$ cat src/rtl/bp_be_pkg.sv
// Shared types for the back-end branch resolver: FSM states and the registered FE command.
package bp_be_pkg;

   localparam int unsigned vaddr_width_gp = 39;

   typedef enum logic [0:0] {
      e_run,
      e_send
   } bp_be_br_res_state_e;

   typedef struct packed {
      logic                      redirect;
      logic                      btaken;
      logic [vaddr_width_gp-1:0] npc;
   } bp_be_fe_cmd_lite_s;

endpackage

$ cat src/rtl/bp_be_branch_resolver_if.sv
// Branch packet in, FE command out; master drives the packet and ready, slave is the resolver.
interface bp_be_branch_resolver_if #(
   parameter int unsigned vaddr_width_p       = 39,
   parameter int unsigned mispred_cnt_width_p = 16
);

   logic                           br_v_i;
   logic                           br_branch_i;
   logic                           br_btaken_i;
   logic [vaddr_width_p-1:0]       br_npc_i;
   logic                           exp_npc_v_i;
   logic [vaddr_width_p-1:0]       exp_npc_i;
   logic                           fe_cmd_v_o;
   logic                           fe_cmd_ready_i;
   logic                           fe_cmd_redirect_o;
   logic [vaddr_width_p-1:0]       fe_cmd_npc_o;
   logic                           fe_cmd_btaken_o;
   logic                           flush_o;
   logic                           busy_o;
   logic [mispred_cnt_width_p-1:0] mispred_cnt_o;

   modport master (
      output br_v_i, br_branch_i, br_btaken_i, br_npc_i, exp_npc_v_i, exp_npc_i,
      output fe_cmd_ready_i,
      input  fe_cmd_v_o, fe_cmd_redirect_o, fe_cmd_npc_o, fe_cmd_btaken_o,
      input  flush_o, busy_o, mispred_cnt_o
   );

   modport slave (
      input  br_v_i, br_branch_i, br_btaken_i, br_npc_i, exp_npc_v_i, exp_npc_i,
      input  fe_cmd_ready_i,
      output fe_cmd_v_o, fe_cmd_redirect_o, fe_cmd_npc_o, fe_cmd_btaken_o,
      output flush_o, busy_o, mispred_cnt_o
   );

endinterface

$ cat src/rtl/bp_be_sat_counter.sv
// Up-counter that sticks at all-ones; synchronous clear on reset.
module bp_be_sat_counter #(
   parameter int unsigned width_p = 16
) (
   input  logic               clk_i,
   input  logic               reset_i,
   input  logic               inc_i,
   output logic [width_p-1:0] count_o
);

   logic [width_p-1:0] count_q;

   always_ff @(posedge clk_i) begin
      if (reset_i) begin
         count_q <= '0;
      end else if (inc_i && !(&count_q)) begin
         count_q <= count_q + width_p'(1);
      end
   end

   assign count_o = count_q;

endmodule

$ cat src/rtl/bp_be_branch_resolver.sv
// Compares resolved next PC against the front-end prediction; redirects + flushes on mismatch,
// emits droppable attaboy training commands on correctly predicted branches.
module bp_be_branch_resolver
   import bp_be_pkg::*;
#(
   parameter int unsigned vaddr_width_p       = vaddr_width_gp,
   parameter int unsigned mispred_cnt_width_p = 16
) (
   input logic               clk_i,
   input logic               reset_i,
   bp_be_branch_resolver_if.slave br_if
);

   bp_be_br_res_state_e            state_q;
   bp_be_fe_cmd_lite_s             cmd_q;
   logic                           cmd_v_q;
   logic                           flush_q;
   logic [vaddr_width_p-1:0]       npc_aligned;
   logic                           accept;
   logic                           mispredict;
   logic                           mispred_inc;
   logic [mispred_cnt_width_p-1:0] mispred_cnt;

   // Targets are at least halfword aligned, so bit 0 never takes part in the compare.
   assign npc_aligned = br_if.br_npc_i & ~vaddr_width_p'(1);
   assign accept      = br_if.br_v_i && (state_q == e_run);
   assign mispredict  = !br_if.exp_npc_v_i || (npc_aligned != br_if.exp_npc_i);
   assign mispred_inc = accept && mispredict;

   always_ff @(posedge clk_i) begin
      if (reset_i) begin
         state_q <= e_run;
         cmd_q   <= '0;
         cmd_v_q <= 1'b0;
         flush_q <= 1'b0;
      end else begin
         unique case (state_q)
            e_run: begin
               flush_q <= 1'b0;
               cmd_v_q <= 1'b0;
               // A redirect overrides any attaboy currently on the bus; an attaboy lives one cycle.
               if (accept && mispredict) begin
                  cmd_q   <= '{redirect: 1'b1, btaken: br_if.br_btaken_i, npc: npc_aligned};
                  cmd_v_q <= 1'b1;
                  flush_q <= 1'b1;
                  state_q <= e_send;
               end else if (accept && br_if.br_branch_i) begin
                  cmd_q   <= '{redirect: 1'b0, btaken: br_if.br_btaken_i, npc: npc_aligned};
                  cmd_v_q <= 1'b1;
               end
            end
            e_send: begin
               flush_q <= 1'b0;
               if (br_if.fe_cmd_ready_i) begin
                  cmd_v_q <= 1'b0;
                  state_q <= e_run;
               end
            end
            default: begin
               state_q <= e_run;
               cmd_v_q <= 1'b0;
               flush_q <= 1'b0;
            end
         endcase
      end
   end

   bp_be_sat_counter #(
      .width_p (mispred_cnt_width_p)
   ) u_mispred_cnt (
      .clk_i   (clk_i),
      .reset_i (reset_i),
      .inc_i   (mispred_inc),
      .count_o (mispred_cnt)
   );

   assign br_if.fe_cmd_v_o        = cmd_v_q;
   assign br_if.fe_cmd_redirect_o = cmd_q.redirect;
   assign br_if.fe_cmd_btaken_o   = cmd_q.btaken;
   assign br_if.fe_cmd_npc_o      = cmd_q.npc;
   assign br_if.flush_o           = flush_q;
   assign br_if.busy_o            = (state_q == e_send);
   assign br_if.mispred_cnt_o     = mispred_cnt;

endmodule

$ cat src/flat_wrapper.sv
// flat-port wrapper written by rule: the top's interface ports become plain ports
module bp_be_branch_resolver_flat import bp_be_pkg::*;
#(
   parameter int unsigned vaddr_width_p       = vaddr_width_gp,
   parameter int unsigned mispred_cnt_width_p = 16
)
  (clk_i, reset_i, br_if_br_v_i, br_if_br_branch_i, br_if_br_btaken_i, br_if_br_npc_i, br_if_exp_npc_v_i, br_if_exp_npc_i, br_if_fe_cmd_ready_i, br_if_fe_cmd_v_o, br_if_fe_cmd_redirect_o, br_if_fe_cmd_npc_o, br_if_fe_cmd_btaken_o, br_if_flush_o, br_if_busy_o, br_if_mispred_cnt_o);
  bp_be_branch_resolver_if #(.vaddr_width_p(vaddr_width_p), .mispred_cnt_width_p(mispred_cnt_width_p)) br_if_i ();
  input logic clk_i;
  input logic reset_i;
  input wire logic [$bits(br_if_i.br_v_i)-1:0] br_if_br_v_i;
  input wire logic [$bits(br_if_i.br_branch_i)-1:0] br_if_br_branch_i;
  input wire logic [$bits(br_if_i.br_btaken_i)-1:0] br_if_br_btaken_i;
  input wire logic [$bits(br_if_i.br_npc_i)-1:0] br_if_br_npc_i;
  input wire logic [$bits(br_if_i.exp_npc_v_i)-1:0] br_if_exp_npc_v_i;
  input wire logic [$bits(br_if_i.exp_npc_i)-1:0] br_if_exp_npc_i;
  input wire logic [$bits(br_if_i.fe_cmd_ready_i)-1:0] br_if_fe_cmd_ready_i;
  output wire logic [$bits(br_if_i.fe_cmd_v_o)-1:0] br_if_fe_cmd_v_o;
  output wire logic [$bits(br_if_i.fe_cmd_redirect_o)-1:0] br_if_fe_cmd_redirect_o;
  output wire logic [$bits(br_if_i.fe_cmd_npc_o)-1:0] br_if_fe_cmd_npc_o;
  output wire logic [$bits(br_if_i.fe_cmd_btaken_o)-1:0] br_if_fe_cmd_btaken_o;
  output wire logic [$bits(br_if_i.flush_o)-1:0] br_if_flush_o;
  output wire logic [$bits(br_if_i.busy_o)-1:0] br_if_busy_o;
  output wire logic [$bits(br_if_i.mispred_cnt_o)-1:0] br_if_mispred_cnt_o;
  assign br_if_i.br_v_i = br_if_br_v_i;
  assign br_if_i.br_branch_i = br_if_br_branch_i;
  assign br_if_i.br_btaken_i = br_if_br_btaken_i;
  assign br_if_i.br_npc_i = br_if_br_npc_i;
  assign br_if_i.exp_npc_v_i = br_if_exp_npc_v_i;
  assign br_if_i.exp_npc_i = br_if_exp_npc_i;
  assign br_if_i.fe_cmd_ready_i = br_if_fe_cmd_ready_i;
  assign br_if_fe_cmd_v_o = br_if_i.fe_cmd_v_o;
  assign br_if_fe_cmd_redirect_o = br_if_i.fe_cmd_redirect_o;
  assign br_if_fe_cmd_npc_o = br_if_i.fe_cmd_npc_o;
  assign br_if_fe_cmd_btaken_o = br_if_i.fe_cmd_btaken_o;
  assign br_if_flush_o = br_if_i.flush_o;
  assign br_if_busy_o = br_if_i.busy_o;
  assign br_if_mispred_cnt_o = br_if_i.mispred_cnt_o;
  bp_be_branch_resolver #(.vaddr_width_p(vaddr_width_p), .mispred_cnt_width_p(mispred_cnt_width_p)) u_core (.clk_i(clk_i), .reset_i(reset_i), .br_if(br_if_i));
endmodule
$ cat config.mk
export PLATFORM = sky130hd
export DESIGN_NAME = bp_be_branch_resolver_flat
export DESIGN_NICKNAME = d
export VERILOG_FILES = /design/src/rtl/bp_be_pkg.sv /design/src/rtl/bp_be_branch_resolver_if.sv /design/src/rtl/bp_be_sat_counter.sv /design/src/rtl/bp_be_branch_resolver.sv /design/src/flat_wrapper.sv
export SDC_FILE = /design/constraint.sdc
export NUM_CORES = 1
export LEC_CHECK = 0
export ABC_AREA = 1
export BUFFER_PORTS_ARGS = -buffer_cell sky130_fd_sc_hd__buf_2
export CAP_MARGIN = 40
export CORE_MARGIN = 1.5
export CORE_UTILIZATION = 29
export DETAILED_ROUTE_END_ITERATION = 10
export SKIP_LAST_GASP = 1
export SLEW_MARGIN = 20
export SYNTH_ARGS = -nofsm -noshare
export SYNTH_HDL_FRONTEND = slang
export SYNTH_SLANG_ARGS = --single-unit
$ cat constraint.sdc
create_clock -name clk_i -period 2.2 [get_ports clk_i]
set_input_delay 0.55 -clock clk_i [delete_from_list [all_inputs] [get_ports clk_i]]
set_output_delay 0.55 -clock clk_i [all_outputs]
set_load 0.05 [all_outputs]
# After elaboration in Yosys (flattened, before gate mapping)
# Cells that the tools add are included.
# totals
latchBits,0
mem_bits_ro,0
out_inout_bits,60
memories,0
ramBits,0
regBits,60
input_bits,85
# op_classes
n_reduce_logical,10
add_sub_neg,1
muxes,10
div,0
multipliers,0
bitwise_logic,1
shifts,0
order_cmp,0
eq_ne,2
# ops
op,n
2-to-1 mux 41 bit,2
!= test 39 bit,1
"adder 16 x 1 -> 16 bit, second input constant",1
AND reduction 16 bit,1
case mux 1 bit (2 select lines),3
2-to-1 mux 1 bit,5
logical AND 1 bit,4
logical NOT 1 bit,2
"!= test 2 bit, second input constant",1
AND reduction 2 bit,1
nonzero test 2 bit,1
logical OR 1 bit,1
inverter 1 bit,1

# Longest topological paths before layout
# logic_depth
ltp_word,6
mapped_depth,14
mapped_depth_nobuf,13

# Cells and area by module
# Synthesis repeated with hierarchy kept, for this count alone.
# unflattened
hier_cells,615
area_unflattened_um2,3658.5
# by_module_without_submodules
module,n_inst,cells_each,seq_area_each_um2,area_each_um2
bp_be_branch_resolver,1,469,860.8,2680.1
bp_be_sat_counter,1,146,320.3,978.4

# Least setup slack after synthesis
# No wires, ideal clock.
# synth_timing
kind,register -> register
start,register u_core.u_mispred_cnt.count_q[0] (netlist: u_core.u_mispred_cnt.count_o[0])
end,register u_core.u_mispred_cnt.count_q[12] (netlist: u_core.u_mispred_cnt.count_o[12])
arrival_time_ns,1.859
setup_slack_ns,0.210
setup_time_ns,0.130
stages_incl_launch_ff,8
synth_period_minus_slack_ns,1.990
cell_sequence,dfxtp_1 > ha_1 > nand3_2 > nor3_4 > nand4_4 > clkbuf_1 > nand4_1 > a21oi_2
# synth_via
elab_chain_cells,3
# synth_lines
element,line,source
"start, declared",bp_be_sat_counter.sv:11,logic [width_p-1:0] count_q;
"start signal, assigned",bp_be_sat_counter.sv:17,count_q <= count_q + width_p'(1);
branches (longest 3 deep; another with adder 16 x 1 -> 16 bit),n/a,
# Several ways; the timed one is not identified.
# A chain may end at the register's enable or synchronous reset.

# Worst setup path after layout
# layout_timing
start,input port br_if_br_npc_i[37]
end,register u_core.cmd_q (netlist bit u_core.br_if.fe_cmd_npc_o[8])
# layout_via
elab_chain_cells,5
# layout_lines
element,line,source
"start, declared",flat_wrapper.sv:14,input wire logic [$bits(br_if_i.br_npc_i)-1:0] br_if_br_npc_i;
!= test 39 bit (*),bp_be_branch_resolver.sv:27,assign mispredict = !br_if.exp_npc_v_i || (npc_aligned != br_if.exp_npc_i);
logical OR 1 bit (*),bp_be_branch_resolver.sv:27,
logical AND 1 bit (*),bp_be_branch_resolver.sv:42,if (accept && mispredict) begin
nonzero test 2 bit (no line),n/a,
AND reduction 2 bit (no line),n/a,
"end signal, assigned",bp_be_branch_resolver.sv:43,"cmd_q <= '{redirect: 1'b1, btaken: br_if.br_btaken_i, npc: npc_aligned};"
"end signal, assigned",bp_be_branch_resolver.sv:48,"cmd_q <= '{redirect: 1'b0, btaken: br_if.br_btaken_i, npc: npc_aligned};"
"end, declared",bp_be_branch_resolver.sv:15,bp_be_fe_cmd_lite_s cmd_q;
# Mark *: on every way between the ends. The rest lies on a longest branch, timed or not.

==> results_dict.tcl <==
set metrics [dict create \
    status "complete, no violations" \
    dr.pass1.iters 4 \
    wl_um 10000 \
    cts_root_buffer "clkbuf_16" \
    cp-start-kind "input pin" \
    post-cts-setup-buffers 0 \
    core_area_um2 12500 \
    mostFrequentLayoutCells "nand2_1 (166), buf_2 (142), inv_1 (119), nor2_1 (72), dfxtp_1 (59)" \
    clock_path_buffers 2 \
    drtIter0Drc 176 \
    placed_cells 908 \
    die_width_um 116 \
    overflow 0 \
    cts_tree "yes" \
    diodes 0 \
    final.period_utilization_pct 83.5 \
    worstPathArrival_ps 2060 \
    grt_usage_pct 15.7 \
    antenna_found_initial 0 \
    synth_top_family_by_area "simple AND/OR/NAND/NOR gates" \
    clk_latency_ps 340 \
    power_leakage_nw 2.71 \
    synth-xor-area-share_pct 5.22 \
    period_minus_slack_ps 1840 \
    drive_gt1_share_pct 24.3 \
    vias 3917 \
    ios 145 \
    cp_slowest_cell "nor2_1" \
    crit_buf_inv 3 \
    nNetsFinal 833 \
    postSynthAreaPerCell_um2 6.10 \
    crit_path_end_kind "flip-flop" \
    yosys.area_share.simple_pct 37.2 \
    gp_congestion 0.842 \
    ant_nets 0 \
    h-tree-depth 3 \
    cap_violations 0 \
    pre_cts_ws_ps 41.4 \
    syn-num-nets 691 \
    dieArea_um2 13400 \
    synth-seq-area-share_pct 32.0 \
    grt_setup_unrepaired "no" \
    dr_wl_met3_um 621 \
    critPathRequiredTime_ps 2420 \
    clk_pin_slew_worst_paths_ps 50 \
    slew_violations 0 \
    fill_cells 1435 \
    placed_area_um2 4600 \
    met2WireLength_um 4400 \
    crit_type "in2reg" \
    worst-path-max-fanout 25 \
    grt_pass1_vias 3492 \
    viasPerCell 4.24 \
    min_path_type "in2reg" \
    start_util_pct 29.5 \
    final_hold_viol_count 0 \
    vdd_drop_max_mv 0.339 \
    holdBufCountCts 0 \
    wl_per_cell_um 10.8 \
    synth_cell_types 28 \
    rows 41 \
    synthCells 605 \
    fp.dieH_um 116 \
    muxShareOfSynthArea_pct 0 \
    grt_start_max_net_pins 65 \
    path_cells "buf_2, xnor2_1, buf_4, nand2_1, nor2_1, nand2_1, nor2_1, nand3_2, nand2_4, buf_12, nand3_1, nand2_1, nor2_1" \
    cpLargestDelayFamily "simple AND/OR/NAND/NOR gates" \
    post_synth_instance_area_um2 3690 \
    ctsResizeCount 0 \
    drc 0 \
    setup_slack_ps 362 \
    drt-met1-wl_um 4820 \
    cts_sinks 59 \
    stdcell_count 924 \
    setup_viol 0 \
    relSlewSlack_pct 58.6 \
    fin_setup_tns_ps 0 \
    port_buffers 142 \
    numCtsBuffers 9 \
    maxUsedRoutingLayer "met4" \
    syn2layout_area_growth_pct 32.8 \
    grt_pass1_wl_um 16500 \
    tightestPinTransition_ps 622 \
    slowest_delay_ps 210 \
    powerDensity_nw_per_um2 694 \
    p_total_mw 3.40 \
    dp_hpwl_um 7500 \
    clock_skew_ps 10.7 \
    layout.cells.most_common "nand2_1" \
    postLayoutCellArea_um2 4900 \
    yosys_warnings 0 \
    synth_fa_ha_area_share_pct 0.339 \
    synth_compound_area_share_pct 8.04 \
    fmax_mhz 544 \
    ys_ff_latch 59 \
]
==> final cells by class <==
class                      instances  area, µm²  share of cell area (%)
multi-input combinational        400       1880                    38.4
sequential                        59       1180                    24.1
timing repair buffer             158        881                    18.0
inverter                         119        447                    9.12
clock buffer                      15        288                    5.88
tap                              172        215                    4.39
clock inverter                     1       5.00                   0.102
==> tightest hold or removal path, stage by stage <==
cell	delay [ps]
buf_2	80
a21oi_1	30
nor2_1	80
==> cell families (layout without fill, tap and decap cells) <==
family                     Yosys count  after routing
adders and majority gates            1              1
other                                1              1
DFF                                 59             59
buffers and inverters              146            293
AOI/OAI and AO/OA                   58             58
xor gates and xnor gates            22             22
and+or+nand+nor                    318            318
==> cell usage after synthesis <==
| master | count | area [µm²] |
|---|---|---|
| a21oi_1 | 54 | 270 |
| a21oi_2 | 1 | 8.76 |
| a31oi_1 | 1 | 6.26 |
| buf_1 | 4 | 15.0 |
| buf_2 | 5 | 25.0 |
| buf_4 | 1 | 7.51 |
| buf_6 | 8 | 90.1 |
| buf_8 | 1 | 15.0 |
| clkbuf_1 | 8 | 30.0 |
| conb_1 | 1 | 3.75 |
| dfxtp_1 | 59 | 1180 |
| ha_1 | 1 | 12.5 |
| inv_1 | 119 | 447 |
| nand2_1 | 167 | 627 |
| nand2_4 | 1 | 11.3 |
| nand3_1 | 49 | 245 |
| nand3_2 | 2 | 20.0 |
| nand3_4 | 1 | 17.5 |
| nand4_1 | 16 | 100 |
| nand4_4 | 1 | 21.3 |
| nor2_1 | 72 | 270 |
| nor2_2 | 3 | 18.8 |
| nor3_1 | 5 | 25.0 |
| nor3_4 | 1 | 16.3 |
| o21ai_1 | 1 | 5.00 |
| o22ai_1 | 1 | 6.26 |
| xnor2_1 | 12 | 105 |
| xor2_1 | 10 | 87.6 |
==> worst paths after layout <==
path / from / end / slack, ps / depth (start not counted)
max: br_if_br_npc_i[37] / u_core.br_if.fe_cmd_npc_o[8]$_SDFFE_PP0P_ / 360 / 13
min reg2reg: u_core.br_if.fe_cmd_redirect_o$_SDFFE_PP0P_ / u_core.br_if.fe_cmd_redirect_o$_SDFFE_PP0P_ / 470 / 2
max reg2reg: u_core.u_mispred_cnt.count_o[0]$_SDFFE_PP0P_ / u_core.u_mispred_cnt.count_o[9]$_SDFFE_PP0P_ / 510 / 7
min: br_if_br_btaken_i / u_core.br_if.fe_cmd_btaken_o$_SDFFE_PP0P_ / 450 / 3
==> registers in the layout, indices dropped and copies added (netlist names) <==
signal / flops
u_core.br_if.fe_cmd_btaken_o: 1
u_core.br_if.fe_cmd_v_o: 1
u_core.br_if.fe_cmd_redirect_o: 1
u_core.br_if.flush_o: 1
u_core.br_if.fe_cmd_npc_o: 38
u_core.u_mispred_cnt.count_o: 16
u_core.br_if.busy_o: 1
==> stage by stage <==
stage / hold WS, ps / utilization (%)
detailed placement: 458 / 36.8
floorplan: 682 / -
finish: 453 / 39.1
global route: 467 / 39.1
global placement: 457 / 36.8
CTS: 443 / 39.1
==> power by group <==
part           switching [mW]  total, mW  internal (mW)  leakage (nW)
sequential             0.0380       1.19           1.15         0.487
clock                   0.483       1.37          0.883         0.146
combinational           0.583      0.848          0.265          2.07
==> metal layers <==
layer  track usage (%)  vias up
li1                  -     2124
met3              4.97       17
met5                 0        -
met1              19.9     1674
met2              25.0      102
met4              5.77        0
(Power assumes the default switching activity.)
